[src/rtl/cook_timer_ctrl.sv]
// cook_timer_ctrl: BCD mm:ss kitchen countdown timer with start/pause, alarm and alarm auto-timeout
module cook_timer_ctrl #(
   parameter int ALARM_TIMEOUT_SEC = 10
) (
   input  logic       clk,
   input  logic       reset_n,
   input  logic       sec_tick,
   input  logic       btn_start,
   input  logic       btn_inc_min,
   input  logic       btn_inc_sec,
   input  logic       btn_clear,
   output logic [3:0] min10,
   output logic [3:0] min1,
   output logic [3:0] sec10,
   output logic [3:0] sec1,
   output logic       running,
   output logic       alarm
);
   localparam int CW = ALARM_TIMEOUT_SEC > 0 ? $clog2(ALARM_TIMEOUT_SEC + 1) : 1;
   typedef enum logic [1:0] {IDLE, RUN, PAUSE, ALARM} state_t;
   state_t state, state_nx;
   logic [7:0] mins, secs, mins_nx, secs_nx;
   logic [CW-1:0] acnt, acnt_nx;
   logic legal, tm_nz, tm_one, timeout, running_nx, alarm_nx;
   function automatic logic [7:0] bcd_inc(input logic [7:0] v);
      return v[3:0] == 4'd9 ? (v[7:4] == 4'd5 ? 8'h00 : {v[7:4] + 4'd1, 4'd0}) : {v[7:4], v[3:0] + 4'd1};
   endfunction
   function automatic logic [7:0] bcd_dec(input logic [7:0] v);
      return v[3:0] != 4'd0 ? {v[7:4], v[3:0] - 4'd1} : v[7:4] != 4'd0 ? {v[7:4] - 4'd1, 4'd9} : 8'h59;
   endfunction
   function automatic logic bcd_ok(input logic [7:0] v);
      return v[7:4] <= 4'd5 && v[3:0] <= 4'd9;
   endfunction
   assign legal   = bcd_ok(mins) && bcd_ok(secs);
   assign tm_nz   = |{mins, secs};
   assign tm_one  = {mins, secs} == 16'h0001;
   assign timeout = ALARM_TIMEOUT_SEC != 0 && sec_tick && acnt == CW'(ALARM_TIMEOUT_SEC - 1);
   always_ff @(posedge clk or negedge reset_n) begin
      if (!reset_n) begin
         state   <= IDLE;
         mins    <= '0;
         secs    <= '0;
         acnt    <= '0;
         running <= 1'b0;
         alarm   <= 1'b0;
      end else begin
         state   <= state_nx;
         mins    <= mins_nx;
         secs    <= secs_nx;
         acnt    <= acnt_nx;
         running <= running_nx;
         alarm   <= alarm_nx;
      end
   end
   // corrupted digits are treated like a clear so the display can never show garbage
   always_comb begin
      state_nx = IDLE;
      if (!btn_clear && legal)
         case (state)
            IDLE:    state_nx = btn_start && tm_nz ? RUN : IDLE;
            RUN:     state_nx = btn_start ? PAUSE : sec_tick && tm_one ? ALARM : RUN;
            PAUSE:   state_nx = btn_start ? RUN : PAUSE;
            ALARM:   state_nx = btn_start || timeout ? IDLE : ALARM;
            default: state_nx = IDLE;
         endcase
   end
   always_comb begin
      mins_nx = mins;
      secs_nx = secs;
      if (btn_clear || !legal) begin
         mins_nx = '0;
         secs_nx = '0;
      end else if (state == IDLE && !btn_start) begin
         mins_nx = btn_inc_min ? bcd_inc(mins) : mins;
         secs_nx = !btn_inc_min && btn_inc_sec ? bcd_inc(secs) : secs;
      end else if (state == RUN && !btn_start && sec_tick) begin
         secs_nx = bcd_dec(secs);
         mins_nx = secs == 8'h00 ? bcd_dec(mins) : mins;
      end
      acnt_nx = state != ALARM || btn_clear ? '0 : sec_tick && ALARM_TIMEOUT_SEC != 0 ? acnt + 1'b1 : acnt;
   end
   always_comb begin
      running_nx = state_nx == RUN;
      alarm_nx   = state_nx == ALARM;
   end
   assign min10 = mins[7:4];
   assign min1  = mins[3:0];
   assign sec10 = secs[7:4];
   assign sec1  = secs[3:0];
endmodule

[config.mk]
export PLATFORM = sky130hd
export DESIGN_NAME = cook_timer_ctrl
export DESIGN_NICKNAME = d
export VERILOG_FILES = /design/src/rtl/cook_timer_ctrl.sv
export SDC_FILE = /design/constraint.sdc
export NUM_CORES = 1
export LEC_CHECK = 0
export CAP_MARGIN = 10
export CORE_ASPECT_RATIO = 1.1
export CORE_UTILIZATION = 43
export DETAILED_ROUTE_END_ITERATION = 8
export PLACE_DENSITY = 0.76
export SLEW_MARGIN = 20
export SYNTH_ARGS = -nofsm -noshare
export SYNTH_HDL_FRONTEND = slang
export SYNTH_SLANG_ARGS = --single-unit
[constraint.sdc]
create_clock -name clk -period 2.9 [get_ports clk]
set_clock_uncertainty 0.15 [all_clocks]
set_input_delay 0.725 -clock clk [delete_from_list [all_inputs] [get_ports clk]]
set_output_delay 0.725 -clock clk [all_outputs]
set_load 0.1 [all_outputs]
# Word-level counts from Yosys, hierarchy flattened
# Cells that the tools add are included.
[word_totals]
word_cells = 97
ff_bits = 24
[op_classes]
n_addsub = 9
n_lt_le_gt_ge = 4
eq_ne = 18
mux = 26
reduce_logical = 32
[op_table]
columns = ["operator", "n"]
rows = [
  ["two-way mux 8 bit", 17],
  ["adder 4 x 1 -> 4 bit, second input constant", 5],
  ["== test 16 x 1 -> 1 bit, second input constant", 1],
  ["nonzero test 4 bit", 4],
  ["OR reduction 16 bit", 1],
  ["subtractor 4 x 1 -> 4 bit, second input constant", 4],
  ["== test 4 bit, second input constant", 3],
  ["logical AND 1 bit", 11],
  ["two-way mux 2 bit", 5],
  ["inequality test 3 x 2 -> 1 bit, second input constant", 3],
  ["inequality test 3 bit, second input constant", 3],
  ["== test 4 x 3 -> 1 bit, second input constant", 2],
  ["less-or-equal comparator 4 x 3 -> 1 bit, second input constant", 2],
  ["less-or-equal comparator 4 bit, second input constant", 2],
  ["logical NOT 8 bit", 1],
  ["two-way mux 4 bit", 2],
  ["one-hot mux 2 bit (4 select lines)", 1],
  ["== test 2 bit, second input constant", 3],
  ["nonzero test 3 bit", 2],
  ["AND reduction 5 bit", 1],
  ["== test 2 x 1 -> 1 bit, second input constant", 2],
  ["logical NOT 1 bit", 4],
  ["AND reduction 4 bit", 1],
  ["logical OR 1 bit", 3],
  ["6 further kinds", 6],
]

# Depth between registers and ports, before layout
# Gate-level depths: netlist of the first run.
[depth]
depth_word = 7
ltp_mapped = 7
depth_no_buf = 7

# Least setup slack after synthesis of the first run
# Ideal clock, no wire load.
[synth_path]
path_kind = "reg-to-reg"
start = "register secs[1]"
end = "register secs[6]"
synth_period_minus_slack_ns = 2.568
t_arrival_ns = 2.282
t_required_ns = 2.614
stages_incl_launch_ff = 8
n_path_buf = 0
setup_slack_ns = 0.332
cell_sequence = "dfrtp_1 inv_1 ha_1 and4bb_1 and2_1 a221oi_1 a211o_1 a21oi_1"
[synth_between]
elab_chain_cells = 7
elab_cells_between_ends = 13
cone_classes = "order compare (1); eq/ne (4); mux (1); reduce/logical (7)"
[synth_rtl]
columns = ["item", "line_no", "source"]
rows = [
  ["start: declaration", "22", "logic [7:0] mins, secs, mins_nx, secs_nx;"],
  ["start signal: assignment", "49", "secs <= secs_nx;"],
  ["less-or-equal comparator 4 bit", "32", "return v[7:4] <= 4'd5 && v[3:0] <= 4'd9;"],
  ["logical AND 1 bit", "32", ""],
  ["logical AND 1 bit", "34", "assign legal = bcd_ok(mins) && bcd_ok(secs);"],
  ["logical NOT 1 bit", "70", "if (btn_clear || !legal) begin"],
  ["logical OR 1 bit", "70", ""],
  ["inequality test 3 x 2 -> 1 bit (no line), or another cell as far along", "-", ""],
  ["AND reduction 4 bit (no line)", "-", ""],
]
# Several ways; a longest one is shown, not always the timed one.
# A chain may end at the register's enable or synchronous reset.

# Final worst setup path of the first run
[layout_path]
start = "input btn_start"
end = "register mins[3]"
[layout_between]
elab_chain_cells = 5
elab_cells_between_ends = 10
cone_classes = "eq/ne (1); mux (2); reduce/logical (7)"
[layout_rtl]
columns = ["item", "line_no", "source"]
rows = [
  ["start: declaration", "8", "input logic btn_start,"],
  ["logical NOT 1 bit *", "73, 76", ""],
  ["logical AND 1 bit (2 in a row)", "76", "end else if (state == RUN && !btn_start && sec_tick) begin"],
  ["nonzero test 3 bit (no line)", "-", ""],
  ["AND reduction 3 bit (no line)", "-", ""],
  ["end signal: assignment", "48", "mins <= mins_nx;"],
  ["end: declaration", "22", ""],
]
# Every way passes the cells marked *; elsewhere a longest branch is shown, timed or not.

==> metrics, run 1 <==
Post-synth ARST share 100%; post-synthesis sequential area ratio 33.7%; flops & latches, synth 24; CTS sink count 24; Tcrit/Tclk final 84.2%; Initial DRC Count 100; largest net degree at the start of global routing 25; crit path cell chain clkdlybuf4s50_1 -> or3_1 -> or4_1 -> a21boi_1 -> o21ai_1 -> a21oi_1; CP Max Fanout 9; DRC 0; r2r endpoint mins[4]$_DFFE_PN0P_; CP Class in -> reg; Final ANT Viol Nets 0; die height 69.5 um; hold_buf cts 0; Finished Layout Cells 279; WHS Path Cells 2; Via density 5.66; gr ovfl total 0; CP max stage delay 0.51 ns; Worst Hold End acnt[3]$_DFFE_PN0P_; Post-synth top cells dfrtp_1, nor2_1, a21oi_1; Routed WL 3940 um; Die Footprint 4410 sq um; Nets 245; Worst setup SP type input port; Area Growth Syn to Fin 18.6%; setup slack, reg-to-reg 0.64 ns; DP Wirelength 2890 um; clock tree buffer depth 2; first-pass GRT wire length 6690 um; # rows 24; CTS tree yes; PostCTS Resize Cnt 0; Crit. End Element flip-flop; vias in the first global route 1463; R2R depth 8; clock-pin slew on the worst setup and hold paths 0.09 ns; final hold violation count 0; CP Depth 6; leading cell type by number of instances after synthesis dfrtp_1; diode count 0; Top FF cell, synth dfrtp_1; Hold Startpoint acnt[3]$_DFFE_PN0P_; clock latency at the later pin of the worst-skew pair 0.27 ns; Reg-to-Reg Start secs[0]$_DFFE_PN0P_; CP bufs+invs 1; Post-Syn Instances 203; share of cells above drive strength 1 16.7%; vias post-DR 1579; Core ar. 3960 sq um; fmax 0.409 GHz; H-tree Lvls 1; # placed instances 275; wire length per cell 14.1 um; Post-synth EDFFs 0; initial core utilization 44.9%; min-delay worst type reg -> reg; leak pwr 0.867 nW; filler cell count 386; RSZ-0062 raised after global routing no; sum of negative setup slack 0 ns; cell taking the most area after synthesis dfrtp_1; Final Wtd Congestion 0.832; Syn Area/Cell 8.78 sq um; YS warnings 0; Netlist cell types 55; Ports 25; Max-Cap Viols 0; maximum VDD drop 0.184 mV; top cells by area, synth dfrtp_1, ha_1, a21oi_1; Die X-Extent 63.4 um; share of Yosys cell area claimed by the top area cell type 33.7%; minimum clock period 2.44 ns; CP max stage cell clkdlybuf4s50_1; fin. max-slew vios 0; Tot GR Track Use 18.8%; Worst Path Required 2.96 ns; WHS 0.395 ns; Pre-antenna DRT Iters 4; initial antenna violation count 0; PD cells 367 nW/um^2; Post-Syn Area 1780 sq um; CP top delay family simple AND/OR/NAND/NOR gates; root buf cell clkbuf_8; Arr. time, crit path 2.50 ns; setup violators final 0; Setup Fix Bufs, Post-CTS 0; status completed; power consumption 0.000776 W; TritonCTS Buffers 3; PortBufs 24
==> kinds of logic after synthesis <==
family | Yosys count | share of synthesized area, %
muxes | 1 | 0.562
other | 1 | 0.210
AOI/OAI and AO/OA | 65 | 25.6
adders and majority gates | 10 | 7.02
DFF | 24 | 33.7
xor gates and xnor gates | 7 | 3.44
buffers and inverters | 24 | 6.11
and+or+nand+nor | 71 | 23.4
==> metal layers <==
layer,part of all wire (%),global-route usage [%],up-vias
met2,47,30.3,32
met5,0,0,-
met1,48,25.5,749
li1,-,-,794
met4,0.99,7.58,0
met3,3.3,2.14,4
==> area by class of cell <==
class	count	area, sq um	share of cell area (%)
Sequential cell	24	601	28.4
Clock inverter	1	30.0	1.42
Clock buffer	3	41.3	1.95
Timing Repair Buffer	33	263	12.4
Tap cell	52	65.1	3.08
Inverter	10	37.5	1.78
Multi-Input combinational cell	156	1080	50.9
==> state kept, by name (all words and copies together), names as in the netlist <==
| register | cells |
|---|---|
| running | 1 |
| state | 2 |
| secs | 8 |
| alarm | 1 |
| mins | 8 |
| acnt | 4 |
==> worst register-to-register path, stage by stage (launching register included) <==
cell and delay, ns:
dfrtp_1 0.49, inv_1 0.13, ha_1 0.22, nor3b_4 0.37
a41oi_4 0.22, a211oi_4 0.24, buf_4 0.17, xnor2_1 0.11
nor2_1 0.06
==> per-stage QoR <==
step                      setup WS [ns]  util (%)  instance area (sq um)
after CTS                         0.456      53.3                   2110
after global placement            0.197      51.5                   2040
after floorplan                   0.332         -                   1790
after detailed placement          0.164      51.5                   2040
final                             0.457      53.3                   2110
after global routing              0.329      53.3                   2110
==> power by group <==
group	total [W]	internal (W)	switching (W)	leakage (nW)
clock network	0.000303	0.000185	0.000118	0.0357
logic	0.000126	0.0000453	0.0000809	0.501
registers	0.000347	0.000338	0.00000838	0.330
==> worst max path at each step <==
stage	start	end	slack [ns]
3_5_place_dp	btn_start	mins[3]$_DFFE_PN0P_	0.16
4_1_cts	btn_start	mins[1]$_DFFE_PN0P_	0.46
2_1_floorplan	secs[1]$_DFFE_PN0P_	secs[6]$_DFFE_PN0P_	0.33
3_3_place_gp	btn_start	mins[3]$_DFFE_PN0P_	0.20
6_report	btn_start	mins[3]$_DFFE_PN0P_	0.46
5_1_grt	btn_start	secs[6]$_DFFE_PN0P_	0.33
==> cell usage in the layout, fill, tap and decap left out, drive strengths merged, types with 2 or more instances in the layout <==
cell type and instances:
conb 2, nand3 3, a21oi 17, clkbuf 3, nor3b 3, or3 4
a32oi 2, nor3 7, clkdlybuf4s50 6, a41oi 2, a211oi 5, a211o 2
nand3b 3, and2 5, nand4 3, a311oi 5, a31oi 5, nor2 21
inv 10, dfrtp 24, buf 27, xor2 3, o21ai 16, nand2 11
xnor2 4, nor4 2, ha 10
(Power assumes the default switching activity.)
==> run 2: changes to the inputs <==
Clock period 2.9 ns to 2.25 ns, I/O delays scaled along.
==> run 2 against run 1 <==
  * Final cell count rose by 8.2%
  * Critical path type unchanged
  * Largest power group unchanged
  * Design area rose by 21%
  * Critical endpoint is now mins[5]$_DFFE_PN0P_
  * Clock-buffer cell count did not move
  * Largest cell class unchanged
==> metrics, run 2 (synthesis gave the netlist of run 1 again) <==
Max-Cap Viols 0 (unchanged); vias in the first global route 1655 (+13%); fin. max-slew vios 0 (unchanged); Worst Path Required 2.27 ns (-0.69 ns); fmax 0.448 GHz; Worst Setup Slack, final 0.0175 ns (-0.439 ns); diode count 0 (unchanged); gr ovfl total 0 (unchanged); most frequent cells in the layout buf_4, nor2_1, a21oi_1; root buf cell clkbuf_8; WHS 0.407 ns (+0.0117 ns); Arr. time, crit path 2.25 ns (-0.25 ns); maximum VDD drop 0.260 mV (+42%); Ports 25 (unchanged); DP Wirelength 3250 um (+12%); DRC 0 (unchanged); minimum clock period 2.23 ns; CTS tree yes; share of cells above drive strength 1 32.4% (+16 points); PD cells 410 nW/um^2 (+12%); H-tree Lvls 1 (unchanged); Routed WL 4600 um (+17%); clock latency at the later pin of the worst-skew pair 0.27 ns (about the same); min-delay worst type reg -> reg; crit path cell chain clkdlybuf4s50_1 -> buf_4 -> nor2_1 -> buf_4 -> a41oi_4 -> a211oi_4 -> a31oi_1 -> a311oi_1; Crit. End Element flip-flop; Via density 5.76 (+1.9%); TritonCTS Buffers 3 (unchanged); Largest regs mins (8), secs (8), acnt (4); final hold violation count 0 (unchanged); # rows 24 (unchanged); largest net degree at the start of global routing 25 (unchanged); Nets 268 (+9.4%); CP max stage delay 0.47 ns (-0.04 ns); Placement Setup Slack -0.219 ns (-0.383 ns); Core ar. 3960 sq um (unchanged); CP Class in -> reg; leak pwr 1.01 nW (+17%); most common cell after layout, fill and taps aside buf_4; clock tree buffer depth 2 (unchanged); PortBufs 24 (unchanged); die height 69.5 um (unchanged); Final Wtd Congestion 0.873 (+4.9%); status completed; CTS sink count 24 (unchanged); initial core utilization 44.9% (unchanged); CP max stage cell clkdlybuf4s50_1; sum of negative setup slack 0 ns (unchanged); Tot GR Track Use 20.9% (+2.1 points); Pre-antenna DRT Iters 4 (unchanged); vias post-DR 1741 (+10%); crit-path most repeated cell buf_4; Die Footprint 4410 sq um (unchanged); first-pass GRT wire length 7410 um (+11%); initial antenna violation count 0 (unchanged); Worst setup SP type input port; Tcrit/Tclk final 99.2%; # placed instances 293 (+6.5%); Initial DRC Count 158 (+58%); CP Max Fanout 4 (-5); wire length per cell 15.2 um (+7.8%); clock-pin slew on the worst setup and hold paths 0.09 ns (about the same); Final Util 64.5% (+11 points); Final ANT Viol Nets 0 (unchanged); Finished Layout Cells 302 (+8.2%); Area Growth Syn to Fin 43.5%; setup violators final 0 (unchanged); Die X-Extent 63.4 um (unchanged)
## run 2: through the flow
step | total power [W] | area (sq um)
3_3_place_gp | 0.000650 | 2420
6_report | 0.00105 | 2560
2_1_floorplan | 0.000566 | 1830
4_1_cts | 0.00104 | 2490
5_1_grt | 0.00109 | 2560
3_5_place_dp | 0.000654 | 2420
## run 2: worst paths after layout
| kind | slack [ns] | from | end | depth (start not counted) |
|---|---|---|---|---|
| hold reg to reg | 0.41 | acnt[3]$_DFFE_PN0P_ | acnt[3]$_DFFE_PN0P_ | 2 |
| setup / recovery | 0.02 | btn_start | mins[5]$_DFFE_PN0P_ | 8 |
| min in group asynchronous | 0.50 | reset_n | secs[1]$_DFFE_PN0P_ | 2 |
| hold / removal | 0.41 | acnt[3]$_DFFE_PN0P_ | acnt[3]$_DFFE_PN0P_ | 2 |
| setup reg to reg | 0.10 | mins[1]$_DFFE_PN0P_ | mins[5]$_DFFE_PN0P_ | 7 |
| max in group asynchronous | 1.17 | reset_n | secs[5]$_DFFE_PN0P_ | 2 |
## run 2: report_power, final
part / switching, W / internal, W
Combinational: 0.000117 / 0.0000915
Sequential: 0.0000114 / 0.000437
Clock: 0.000153 / 0.000238
## run 2: routing by layer
layer,global-route usage (%),wire length [um]
met4,7.07,38
met5,0,0
met2,35.3,2370
met3,2.63,196
met1,27.3,2000
## run 2: final cells by class
type	count	area [sq um]
repair buffers	56	639
clock buffers	3	41.3
flip-flops and latches	24	626
clock inverters	1	30.0
inverters	10	42.5
well taps	52	65.1
multi-input cells	156	1110
fillers	323	1410
## run 2: critical path: cells and delay by family
kind / cells / cell delay (ns)
AOI/OAI and AO/OA: 4 / 0.78
buffers and inverters: 3 / 0.80
and+or+nand+nor: 1 / 0.09
## run 2: timing repair
| action | 4_1_cts | 5_1_grt |
|---|---|---|
| setup buffers | 0 | 4 |
| setup endpoints to repair | 0 | 7 |
| gates resized for setup | 0 | 7 |
| hold buffers | 0 | 0 |
==> run 3: changes to the inputs <==
Settings changed: ABC_AREA from default to 1, PLACE_DENSITY 0.76 to 0.75.
==> run 3 against run 2 <==
  * Maximum frequency grew 12%
  * Sequential power grew 6.0%
  * Flip-flop and latch count is the same
  * Final cell count grew 25%
  * First-iteration DRC count shrank 35%
  * Non-clock buffer count shrank 24
  * Global-route usage shrank 1.5 points
  * Clock power shrank 32%
  * Via count grew 9.2%
  * Register-to-register slack gained 0.17 ns
  * Sequential share of layout area shrank 0.42 points
  * Worst hold slack lost 0.085 ns
  * Highest routed layer unchanged
==> metrics, run 3 <==
status completed; clock share of power 24.2% (-13 points); Post-Syn Instances 290 (+43%); clock tree buffer depth 2 (unchanged); Placement Cell Area 2480 sq um (+2.4%); setup slack, reg-to-reg 0.27 ns (+0.17 ns); combinational power share 32.2% (+12 points); Post-synth ARST share 100% (unchanged); Worst Hold End acnt[3]$_DFFE_PN0P_; TritonCTS Buffers 3 (unchanged); H-tree Lvls 1 (unchanged); crit-path most repeated cell nand2_1; PD cells 432 nW/um^2 (+5.4%); vias in the first global route 1789 (+8.1%); CP Class in -> reg; wire length per cell 11.5 um (-25%); Core ar. 4350 sq um (+9.7%); Post-synth top cells nand2_1, inv_1, nor2_1; minimum clock period 1.99 ns (-0.239 ns); cell taking the most area after synthesis dfrtp_1; root buf cell clkbuf_8; Seq pwr share 43.6% (+0.8 points); initial antenna violation count 0 (unchanged); initial core utilization 45.6% (+0.63 points); Tot GR Track Use 19.4% (-1.5 points); Die Footprint 4880 sq um (+11%); most common cell after layout, fill and taps aside nand2_1; Area Growth Syn to Fin 27.3%; Top FF cell, synth dfrtp_1; most frequent cells in the layout nand2_1, inv_1, nor2_1; sum of negative setup slack 0 ns (unchanged); Setup Fix Bufs, Post-CTS 0 (unchanged); Worst setup SP type input port; WHS Path Cells 1 (-1); share of Yosys cell area claimed by the top area cell type 30.3% (-3.4 points); Tcrit/Tclk final 88.6% (-11 points); Max-Cap Viols 0 (unchanged); Die X-Extent 66.7 um (+5.3%); DP Wirelength 3360 um (+3.4%); Arr. time, crit path 2.02 ns (-0.23 ns); leak pwr 1.23 nW (+21%); PostCTS Resize Cnt 0 (unchanged); Switch Pwr 0.000398 W (+42%); Initial DRC Count 102 (-35%); share of cells above drive strength 1 19.9% (-13 points); die height 73.2 um (+5.3%); Final Util 58.0% (-6.5 points); RSZ-0062 raised after global routing no; WHS 0.322 ns (-0.0851 ns); fmax 0.502 GHz (+12%); CTS sink count 24 (unchanged); vias post-DR 1902 (+9.2%); Post-Syn Area 1980 sq um (+11%); total internal power 0.000692 W (-9.7%); Via density 5.06 (-12%); Routed WL 4310 um (-6.2%); flops & latches, synth 24 (unchanged); Final ANT Viol Nets 0 (unchanged); diode count 0 (unchanged); first-pass GRT wire length 7420 um (about the same); setup violators final 0 (unchanged); hold_buf cts 0 (unchanged); clock-pin slew on the worst setup and hold paths 0.09 ns (about the same); crit path cell chain clkdlybuf4s50_1 -> nor2_1 -> nand2_1 -> nor2_4 -> nand2_2 -> nor2_8 -> nand3_4 -> nand2_2 -> nand2_1 -> nand2_1 -> inv_1; Post-synth EDFFs 0 (unchanged); clock latency at the later pin of the worst-skew pair 0.27 ns (about the same); fin. max-slew vios 0 (unchanged); final hold violation count 0 (unchanged); r2r endpoint alarm$_DFF_PN0_; Ports 25 (unchanged); top cells by area, synth dfrtp_1, nand2_1, inv_1; CTS tree yes; min-delay worst type reg -> reg; # rows 25 (+4.2%); Largest regs mins (8), secs (8), acnt (4); power consumption 0.00109 W (+4.0%); CP max stage delay 0.43 ns (-0.04 ns); leading cell type by number of instances after synthesis nand2_1; CP max stage cell clkdlybuf4s50_1; R2R depth 12 (+5); sw frac 36.5% (+9.7 points); Crit. End Element flip-flop; Pre-antenna DRT Iters 4 (unchanged); Nets 340 (+27%); gr ovfl total 0 (unchanged); PortBufs 24 (unchanged); DRC 0 (unchanged); Hold Startpoint acnt[3]$_DFFE_PN0P_; Syn Area/Cell 6.83 sq um (-22%); Worst Path Required 2.27 ns (about the same); maximum VDD drop 0.281 mV (+7.9%); Final Wtd Congestion 0.901 (+3.2%); largest net degree at the start of global routing 25 (unchanged); post-synthesis sequential area ratio 30.3% (-3.4 points); CP Max Fanout 7 (+3); Reg-to-Reg Start mins[0]$_DFFE_PN0P_; final instance area 2520 sq um (-1.3%); filler cell count 403 (+25%); Netlist cell types 31 (-44%); YS warnings 0 (unchanged)
-- run 3: worst max path at each step --
stage                                   start                   to  slack (ns)  depth (start not counted)
after floorplan           secs[2]$_DFFE_PN0P_  mins[5]$_DFFE_PN0P_        0.01                         10
after global placement              btn_clear  mins[2]$_DFFE_PN0P_        0.06                         11
after detailed placement            btn_clear  mins[2]$_DFFE_PN0P_       -0.04                         11
after CTS                           btn_clear  mins[2]$_DFFE_PN0P_        0.25                         11
after global routing      mins[0]$_DFFE_PN0P_      alarm$_DFF_PN0_      0.0007                         12
final                               btn_clear  mins[2]$_DFFE_PN0P_        0.26                         11
-- run 3: worst max-delay path, delay by kind of cell --
kind	cells	cell delay (ns)
AND/OR/NAND/NOR	9	0.98
buffers and inverters	2	0.47
-- run 3: kinds of logic after synthesis --
family / after synthesis / synth area share, %
AOI/OAI and AO/OA: 36 / 10.2
xor gates and xnor gates: 3 / 1.33
adders and majority gates: 10 / 6.31
buffers and inverters: 47 / 9.97
DFF: 24 / 30.3
other: 1 / 0.189
and+or+nand+nor: 169 / 41.7
-- run 3: power by group through the flow --
stage	Clock, W	Sequential [W]	Combinational (W)
floorplan	0	0.000562	0.000151
CTS	0.000269	0.000475	0.000351
finish	0.000264	0.000475	0.000350
global placement	0	0.000484	0.000344
detailed placement	0	0.000484	0.000348
global route	0.000285	0.000478	0.000381
-- run 3: layout make-up --
type                       count  area, sq um  area share [%]
tap                           54         67.6            2.68
timing repair buffer          32          455            18.1
sequential                    24          607            24.1
multi-input combinational    220         1190            47.1
inverter                      42          160            6.35
clock buffer                   4         45.0            1.79
-- run 3: per-stage QoR --
stage | instances | setup WS (ns)
floorplan | 291 | 0.0111
global placement | 372 | 0.0581
detailed placement | 372 | -0.0357
CTS | 376 | 0.251
global route | 376 | 0.000682
finish | 376 | 0.256
-- run 3: per-layer routing --
layer | vias up | wire (um) | track usage [%]
met5 | - | 0 | 0
met4 | 0 | 95 | 4.96
met3 | 13 | 170 | 1.72
met2 | 54 | 2170 | 35.8
met1 | 850 | 1880 | 23.9
li1 | 985 | - | -
